`src/rtl/mem_rd_sched.sv`:
```
// mem_rd_sched: round-robin scheduler that issues bursts of read commands from several replay queues to one memory read port.
// Optional feature: define MEM_RD_SCHED_STATS_EN to add q_rd_cnt, a saturating count of issued commands per queue.
module mem_rd_sched #(
    parameter int NUM_QUEUES     = 4,
    parameter int MEM_ADDR_WIDTH = 19,
    parameter int BURST_CMDS     = 4,
    parameter int REPLAY_WIDTH   = 16,
    localparam int QW = NUM_QUEUES > 1 ? $clog2(NUM_QUEUES) : 1
) (
    input  logic                                 clk,
    input  logic                                 rst,
    input  logic                                 sw_enable,
    input  logic                                 cal_done,
    input  logic [NUM_QUEUES*MEM_ADDR_WIDTH-1:0] q_addr_low,
    input  logic [NUM_QUEUES*MEM_ADDR_WIDTH-1:0] q_addr_high,
    input  logic [NUM_QUEUES-1:0]                q_enable,
    input  logic [NUM_QUEUES*REPLAY_WIDTH-1:0]   q_replay_cnt,
    input  logic [NUM_QUEUES-1:0]                fifo_afull,
    input  logic                                 mem_rd_full,
    output logic                                 mem_r_n,
    output logic [MEM_ADDR_WIDTH-1:0]            mem_ad_rd,
    output logic [QW-1:0]                        mem_rd_qid,
`ifdef MEM_RD_SCHED_STATS_EN
    output logic [NUM_QUEUES-1:0]                q_done,
    output logic [NUM_QUEUES*32-1:0]             q_rd_cnt
`else
    output logic [NUM_QUEUES-1:0]                q_done
`endif
);
    localparam int AW = MEM_ADDR_WIDTH;
    localparam int RW = REPLAY_WIDTH;
    localparam int BW = BURST_CMDS > 1 ? $clog2(BURST_CMDS) : 1;

    typedef enum logic [1:0] {IDLE, ARB, BURST} state_t;

    state_t              state, state_nx;
    logic [AW-1:0]       lo       [NUM_QUEUES];
    logic [AW-1:0]       hi       [NUM_QUEUES];
    logic [RW-1:0]       rep      [NUM_QUEUES];
    logic [AW-1:0]       ptr      [NUM_QUEUES];
    logic [RW-1:0]       pass_cnt [NUM_QUEUES];
    logic [NUM_QUEUES-1:0] elig;
    logic [QW-1:0]       grant, rr_start, pick, cand;
    logic [BW-1:0]       bcnt;
    logic                found, issue, wrap, done_hit, burst_end, clr;

    assign clr = rst || !sw_enable;

    for (genvar g = 0; g < NUM_QUEUES; g++) begin : g_unpack
        assign lo[g]   = q_addr_low[g*AW +: AW];
        assign hi[g]   = q_addr_high[g*AW +: AW];
        assign rep[g]  = q_replay_cnt[g*RW +: RW];
        assign elig[g] = q_enable[g] && !q_done[g] && !fifo_afull[g] && (lo[g] < hi[g]);
    end

    // round-robin pick: scan downward so the queue closest after rr_start wins
    always_comb begin
        found = 1'b0;
        pick  = '0;
        cand  = '0;
        for (int i = NUM_QUEUES - 1; i >= 0; i--) begin
            cand = QW'((int'(rr_start) + i) % NUM_QUEUES);
            if (elig[cand]) begin
                found = 1'b1;
                pick  = cand;
            end
        end
    end

    // command issue decision for the granted queue, including wrap and replay completion
    always_comb begin
        issue     = (state == BURST) && cal_done && !mem_rd_full && q_enable[grant];
        wrap      = ptr[grant] >= hi[grant] - AW'(1);
        done_hit  = issue && wrap && (rep[grant] != '0) && (pass_cnt[grant] + RW'(1) == rep[grant]);
        burst_end = issue && (done_hit || bcnt == BW'(BURST_CMDS - 1));
    end

    // next-state: losing calibration always returns to IDLE; a disabled grantee ends its burst
    always_comb begin
        state_nx = state;
        if (!cal_done)
            state_nx = IDLE;
        else if (state == IDLE)
            state_nx = ARB;
        else if (state == ARB && found)
            state_nx = BURST;
        else if (state == BURST && (!q_enable[grant] || burst_end))
            state_nx = ARB;
    end

    // state register
    always_ff @(posedge clk) begin
        state <= clr ? IDLE : state_nx;
    end

    // registered command outputs, grant and round-robin bookkeeping
    always_ff @(posedge clk) begin
        if (clr) begin
            mem_r_n    <= 1'b1;
            mem_ad_rd  <= '0;
            mem_rd_qid <= '0;
            grant      <= '0;
            rr_start   <= '0;
            bcnt       <= '0;
        end else begin
            mem_r_n <= !issue;
            if (issue) begin
                mem_ad_rd  <= ptr[grant];
                mem_rd_qid <= grant;
                bcnt       <= bcnt + BW'(1);
            end
            if (state == ARB && cal_done && found) begin
                grant    <= pick;
                rr_start <= (pick == QW'(NUM_QUEUES - 1)) ? '0 : pick + QW'(1);
                bcnt     <= '0;
            end
        end
    end

    // per-queue address pointer, pass count and done flag; a disabled queue rewinds immediately
    always_ff @(posedge clk) begin
        for (int i = 0; i < NUM_QUEUES; i++) begin
            if (clr || !q_enable[i]) begin
                ptr[i]      <= lo[i];
                pass_cnt[i] <= '0;
                q_done[i]   <= 1'b0;
            end else if (issue && grant == QW'(i)) begin
                ptr[i] <= wrap ? lo[i] : ptr[i] + AW'(1);
                if (wrap)
                    pass_cnt[i] <= pass_cnt[i] + RW'(1);
                if (done_hit)
                    q_done[i] <= 1'b1;
            end
        end
    end

`ifdef MEM_RD_SCHED_STATS_EN
    logic [31:0] rd_cnt [NUM_QUEUES];

    // saturating issued-command counters
    always_ff @(posedge clk) begin
        for (int i = 0; i < NUM_QUEUES; i++) begin
            if (clr)
                rd_cnt[i] <= '0;
            else if (issue && grant == QW'(i) && rd_cnt[i] != '1)
                rd_cnt[i] <= rd_cnt[i] + 32'd1;
        end
    end

    for (genvar g = 0; g < NUM_QUEUES; g++) begin : g_stats
        assign q_rd_cnt[g*32 +: 32] = rd_cnt[g];
    end
`endif

endmodule

```
`config.mk`:
```
export PLATFORM = sky130hd
export DESIGN_NAME = mem_rd_sched
export DESIGN_NICKNAME = d
export VERILOG_FILES = /design/src/rtl/mem_rd_sched.sv
export SDC_FILE = /design/constraint.sdc
export NUM_CORES = 1
export LEC_CHECK = 0
export CORE_MARGIN = 2
export CORE_UTILIZATION = 60
export DETAILED_ROUTE_END_ITERATION = 16
export DONT_BUFFER_PORTS = 1
export GPL_TIMING_DRIVEN = 0
export PLACE_DENSITY = 0.85
export SYNTH_ARGS = -nofsm -noshare
export SYNTH_HDL_FRONTEND = slang
export SYNTH_SLANG_ARGS = --single-unit
```
`constraint.sdc`:
```
create_clock -name clk -period 6.8 [get_ports clk]
set_input_delay 1.7 -clock clk [delete_from_list [all_inputs] [get_ports clk]]
set_output_delay 1.7 -clock clk [all_outputs]
set_load 0.05 [all_outputs]
```
==> impl_metrics.env, run 1 <==
export IMPL_run_status="complete, no violations"
export IMPL_port_buffers=0
export IMPL_synth_simple_area_share=0.186
export IMPL_htree_levels=4
export IMPL_cts_buffers_inserted=17
export IMPL_yosysUniqueCellTypes=68
export IMPL_postSynthAreaPerCell_um2=9.80
export IMPL_ys_seq_area_frac=0.356
export IMPL_p_leak_nw=5.65
export IMPL_cp_max_fo=10
export IMPL_synth_compound_area_frac=0.0922
export IMPL_final_setup_tns_ns=0
export IMPL_p_per_area_nw_per_um2=182
export IMPL_die_x_um=156
export IMPL_grt_antenna_before_repair=1
export IMPL_p_int_mw=1.90
export IMPL_synthXorXnorAreaFrac=0.101
export IMPL_maxSlewViolCount=0
export IMPL_ys_seq_elements=176
export IMPL_vias_per_cell=6.73
export IMPL_p_sw_frac=0.298
export IMPL_dieArea_um2=24300
export IMPL_grt_overflow=0
export IMPL_rows=55
export IMPL_root_buffer="clkbuf_16"
export IMPL_rsz0062_at_grt="no"
export IMPL_power_switching_mw=0.805
export IMPL_final_common_cell="nor2_1"
export IMPL_yosys_warnings=0
export IMPL_final_core_utilization=0.656
export IMPL_combPwrFrac=0.128
export IMPL_worstHoldPathType="flop to flop"
export IMPL_cts_resized=0
export IMPL_clockBufferDepth=2
export IMPL_multi_input_area_um2=8290
export IMPL_postSynthCellCount=1410
export IMPL_layout_drive_gt1_share=0.0970
export IMPL_dpl_hpwl_um=34600
export IMPL_async_flop_share=0
export IMPL_vias=11600
export IMPL_period_minus_slack_ns=6.40
export IMPL_clock_fmax_mhz=156
export IMPL_wirelength_um=42600
export IMPL_synth_mux_area_fraction=0.125
export IMPL_grt_pass1_wl_um=64500
export IMPL_irDropWorstVdd_uv=145
export IMPL_post_place_ws_ns=0.221
export IMPL_syn_to_final_growth_pct=7.45
export IMPL_num_fill_cells=1758
export IMPL_arrival_ns=6.58
export IMPL_path_clk_slew_ns=0.08
export IMPL_synth_top_family_by_area="simple AND/OR/NAND/NOR gates"
export IMPL_first_pass_iters=8
export IMPL_cts_setup_buffers=0
export IMPL_hold_viol_final=0
export IMPL_ant_nets=0
export IMPL_clkLatencyLatePin_ns=0.46
export IMPL_cts_tree="built"
export IMPL_synth_edff_count=140
export IMPL_drcViolationCount=0
export IMPL_gp_congestion=1.04
export IMPL_grt_max_degree=23
export IMPL_fin_nets=1762
export IMPL_end_kind="flop"
export IMPL_synth_area_leaders="edfxtp_1 30%, mux4_2 9.4%, ha_1 9.3%"
export IMPL_finalSetupViolCount=0
export IMPL_synth_nets=1742
export IMPL_critical_path_class="flop to flop"
export IMPL_regArea_um2=4920
export IMPL_syn_area_um2=13800
export IMPL_layout_common_cells="188 x nor2_1, 140 x edfxtp_1, 125 x a21oi_1"
export IMPL_setup_ws_ns=0.395
export IMPL_core_area_um2=22600
export IMPL_clockPowerShare=0.392
export IMPL_slew_headroom=0.269
export IMPL_yosysTopAreaCell="edfxtp_1"
export IMPL_grt_usage=0.354
export IMPL_total_power_mw=2.70
export IMPL_cp_data_required_time_ns=6.97
export IMPL_dp_cells=1697
export IMPL_cap_viol_max_count=0
export IMPL_fp_dieH_um=156
export IMPL_seqPwrFrac=0.481
export IMPL_ios=255
export IMPL_drtIter0Drc=1428
export IMPL_postPlaceCellArea_um2=14200
export IMPL_fin_cells=1730
export IMPL_routedWlPerCell_um=24.6
export IMPL_yosys_area_share_adder=0.0932
export IMPL_fin_hold_ws_ns=0.469
export IMPL_worstMarginPinSlew_ns=1.09
export IMPL_worst_clock_skew_ns=0.0189
export IMPL_start_kind="flop"
export IMPL_start_util=0.611
export IMPL_ctsHoldBuffers=0
export IMPL_grt_pass1_vias=11400
export IMPL_final_area_um2=14900
export IMPL_clock_sink_count=176
export IMPL_period_share=0.942
export IMPL_yosysTopAreaCellShare=0.304
export IMPL_yosys_most_used_dff="edfxtp_1"
[layer usage]
| metal | part of all wire | vias to the layer above | GRT usage | wire [um] |
|---|---|---|---|---|
| met5 | 0 | - | 0 | 0 |
| met3 | 0.13 | 137 | 0.0975 | 5610 |
| met4 | 0.048 | 0 | 0.161 | 2040 |
| li1 | - | 5174 | - | - |
| met2 | 0.45 | 773 | 0.550 | 19100 |
| met1 | 0.37 | 5552 | 0.466 | 15800 |
[final cells by class]
cell class                      count  area share
Tap cell                          285      0.0240
Timing Repair Buffer                2    0.000842
Buffer                             53      0.0185
Inverter                           93      0.0235
Sequential cell                   176       0.332
Clock buffer                       17      0.0286
Clock inverter                     15      0.0144
Antenna cell                        2    0.000337
Multi-Input combinational cell   1087       0.558
[synth_stat cells, types with 5 or more instances]
cell      count
and3_1       34
a21oi_1     125
or3_1         6
xor2_1       93
a21o_1       30
o21ai_0      14
nand3b_1      5
mux4_2       58
nor2b_1      19
inv_1        93
nor3_1       15
nand4_1      37
dfxtp_1      36
ha_1        103
nand3_1      80
buf_2        21
edfxtp_1    140
mux4_1       13
nand2b_1     14
nor2_1      188
and2_1       11
nand2_1      97
clkbuf_1     22
nor4_1        8
xnor2_1      65
[critical path: stages, from the launching register on]
cell and delay (ns):
dfxtp_1 0.46, buf_2 0.29, buf_2 0.36, buf_2 0.37, buf_2 0.34, mux4_2 0.38
nor4_1 0.33, and3b_1 0.20, clkbuf_1 0.31, nand2_1 0.12, xor2_1 0.15, ha_1 0.29
and4_1 0.23, a221oi_1 0.29, a21oi_1 0.15, o22ai_1 0.33, clkbuf_1 0.44, and2_1 0.49
clkbuf_1 0.44, a21oi_1 0.15
[path summary, 6_finish.rpt]
| kind | from | endpoint | slack (ns) | depth (start not counted) |
|---|---|---|---|---|
| max reg2reg | grant[1]$_SDFFE_PP0P_ | ptr[3][11]$_DFFE_PP_ | 0.40 | 19 |
| min | bcnt[1]$_SDFFE_PP0P_ | bcnt[1]$_SDFFE_PP0P_ | 0.47 | 2 |
| min reg2reg | bcnt[1]$_SDFFE_PP0P_ | bcnt[1]$_SDFFE_PP0P_ | 0.47 | 2 |
| max | grant[1]$_SDFFE_PP0P_ | ptr[3][11]$_DFFE_PP_ | 0.40 | 19 |
[power by group through the flow]
stage | Clock, mW | Combinational, mW | Sequential (mW)
2_1_floorplan | 0 | 0.263 | 1.29
3_3_place_gp | 0 | 0.322 | 1.31
3_5_place_dp | 0 | 0.336 | 1.32
4_1_cts | 1.06 | 0.340 | 1.29
5_1_grt | 1.10 | 0.386 | 1.30
6_report | 1.06 | 0.345 | 1.30
[kinds of logic (layout without fill, tap and decap cells)]
family,Yosys count,after routing
adder cells (fa/ha/maj),103,103
AO/OA/AOI/OAI,212,212
flip-flops,176,176
AND/OR/NAND/NOR,534,534
XOR/XNOR,159,159
multiplexers,79,79
other,0,2
buffers and inverters,147,180
[state kept, by name, summed over array words and instances, names as in the netlist, 4 cells and up, named ones only]
| register | flops |
|---|---|
| ptr | 76 |
| mem_ad_rd | 19 |
| pass_cnt | 64 |
| q_done | 4 |
Note: power is estimated with default switching activity, not from simulation.
==> run 2, diff against run 1 <==
CORE_UTILIZATION = 30   (was 60)
CTS_CLUSTER_SIZE = 14   (was unset)
PLACE_DENSITY = 0.53   (was 0.85)
==> run 2 against run 1 <==
Net effect: sequential power about the same; register-to-register slack about the same; sequential cell count unchanged; clock-buffer cell count up 4; final cell count up 18%; combinational power about the same; clock power about the same; setup slack worse by 0.012 ns; sequential share of layout area down 0.80 points; die area up 97%; cell area up 2.5%; global-route usage down 16 points; critical path type unchanged; critical endpoint is now ptr[1][9]$_DFFE_PP_; largest cell class unchanged; largest power group unchanged.
==> impl_metrics.env, run 2 (synthesized netlist as in run 1, its figures left out) <==
export IMPL_run_status="complete, no violations"
export IMPL_grt_max_degree=20
export IMPL_worstHoldPathType="flop to flop"
export IMPL_gp_congestion=0.931
export IMPL_grt_pass1_wl_um=69400
export IMPL_routedWlPerCell_um=23.2
export IMPL_seqPwrFrac=0.483
export IMPL_wirelength_um=47600
export IMPL_die_x_um=219
export IMPL_clockBufferDepth=2
export IMPL_core_area_um2=45500
export IMPL_path_clk_slew_ns=0.07
export IMPL_ctsHoldBuffers=0
export IMPL_ios=255
export IMPL_clock_sink_count=176
export IMPL_irDropWorstVdd_uv=180
export IMPL_critPathSlowestCell="dfxtp_1"
export IMPL_p_leak_nw=5.65
export IMPL_port_buffers=0
export IMPL_root_buffer="clkbuf_16"
export IMPL_final_common_cell="nor2_1"
export IMPL_slew_headroom=0.303
export IMPL_layout_common_cells="188 x nor2_1, 140 x edfxtp_1, 125 x a21oi_1"
export IMPL_setup_ws_ns=0.383
export IMPL_ant_nets=0
export IMPL_final_area_um2=15200
export IMPL_final_setup_tns_ns=0
export IMPL_first_pass_iters=6
export IMPL_clockPowerShare=0.388
export IMPL_arrival_ns=6.62
export IMPL_cts_buffers_inserted=17
export IMPL_fp_dieH_um=219
export IMPL_vias=11100
export IMPL_crit_path_frequent_cell="buf_2"
export IMPL_drtIter0Drc=1107
export IMPL_clock_fmax_mhz=156
export IMPL_rsz0062_at_grt="no"
export IMPL_drcViolationCount=0
export IMPL_vias_per_cell=5.40
export IMPL_rows=78
export IMPL_post_place_ws_ns=-0.0281
export IMPL_critical_path_class="flop to flop"
export IMPL_cp_num_buf_inv=8
export IMPL_maxSlewViolCount=0
export IMPL_syn_to_final_growth_pct=10.1
export IMPL_fin_cells=2049
export IMPL_start_kind="flop"
export IMPL_finalSetupViolCount=0
export IMPL_fin_nets=1762
export IMPL_p_per_area_nw_per_um2=177
export IMPL_cts_setup_buffers=0
export IMPL_largest_register="ptr"
export IMPL_worstMarginPinSlew_ns=1.04
export IMPL_layout_drive_gt1_share=0.0984
export IMPL_end_kind="flop"
export IMPL_largest_register_ffs=76
export IMPL_cap_viol_max_count=0
export IMPL_grt_antenna_before_repair=8
export IMPL_cts_tree="built"
export IMPL_htree_levels=4
export IMPL_p_sw_frac=0.279
export IMPL_cp_max_fo=10
export IMPL_crit_chain="buf_2 > buf_2 > buf_2 > buf_2 > mux4_2 > nor4_1 > and3b_1 > clkbuf_1 > nand2_1 > xor2_1 > ha_1 > and4_1 > a221oi_1 > a21oi_1 > o22ai_1 > clkbuf_2 > and2_1 > buf_2 > buf_1 > a21oi_1"
export IMPL_grt_usage=0.199
export IMPL_crit_family="buffers and inverters"
export IMPL_period_minus_slack_ns=6.42
export IMPL_postPlaceCellArea_um2=14600
export IMPL_cp_data_required_time_ns=7.00
export IMPL_p_int_mw=1.94
export IMPL_power_switching_mw=0.752
export IMPL_period_share=0.944
export IMPL_combPwrFrac=0.129
export IMPL_dieArea_um2=47800
export IMPL_reg_largest_list="ptr: 76 flops, pass_cnt: 64 flops, mem_ad_rd: 19 flops"
export IMPL_grt_pass1_vias=10700
export IMPL_crit_path_max_incr_delay_ns=0.51
export IMPL_clkLatencyLatePin_ns=0.48
export IMPL_grt_overflow=0
export IMPL_start_util=0.304
export IMPL_worst_clock_skew_ns=0.0135
export IMPL_final_core_utilization=0.335
export IMPL_dpl_hpwl_um=40300
export IMPL_hold_viol_final=0
export IMPL_dp_cells=2012
==> run 2: cell types whose count changed in the layout (fill, tap and decap cells not counted), sizes merged <==
cell	change
clkbuf	+4
diode	+4
clkinv	-3
inv	-2
bufinv	+1
==> run 2: layout make-up <==
cell class	instances	area, um^2
diodes	6	15.0
plain buffers	53	278
clock buffers	21	482
clock inverters	11	116
fillers	4714	30300
inverters	93	349
multi-input cells	1087	8300
flip-flops and latches	176	4920
well taps	600	751
repair buffers	2	10.0
==> run 2: layer usage <==
layer | vias up | routed length (um) | global-route usage
li1 | 5187 | - | -
met1 | 5412 | 20000 | 0.263
met2 | 398 | 21100 | 0.302
met3 | 61 | 5060 | 0.0669
met4 | 4 | 1350 | 0.0734
met5 | - | 27 | 0
==> run 2: power by group through the flow <==
stage	clock network [mW]	logic, mW	registers [mW]
finish	1.04	0.347	1.30
global route	1.10	0.389	1.31
CTS	1.06	0.346	1.30
detailed placement	0	0.344	1.32
global placement	0	0.332	1.32
floorplan	0	0.263	1.29
==> run 2: final timing paths <==
kind / end / slack [ns] / depth (start not counted) / startpoint
setup / recovery: ptr[1][9]$_DFFE_PP_ / 0.38 / 20 / grant[1]$_SDFFE_PP0P_
hold reg to reg: bcnt[1]$_SDFFE_PP0P_ / 0.47 / 2 / bcnt[1]$_SDFFE_PP0P_
hold / removal: bcnt[1]$_SDFFE_PP0P_ / 0.47 / 2 / bcnt[1]$_SDFFE_PP0P_
setup reg to reg: ptr[1][9]$_DFFE_PP_ / 0.38 / 20 / grant[1]$_SDFFE_PP0P_
==> run 2: metrics by stage <==
step                      power (mW)  hold slack (ns)
after floorplan                 1.55            0.438
after global placement          1.65            0.446
after detailed placement        1.66            0.459
after CTS                       2.70            0.469
after global routing            2.79            0.507
final                           2.69            0.468
==> run 2: what timing repair did <==
item,4_1_cts,5_1_grt
hold endpoints to repair,0,0
gates cloned,0,0
gates resized for setup,1,2
setup endpoints to repair,10,12
==> run 2: tightest hold or removal path, stage by stage (launching register included) <==
cell and delay, ns:
dfxtp_1 0.32, nand2_1 0.05, a21oi_1 0.06
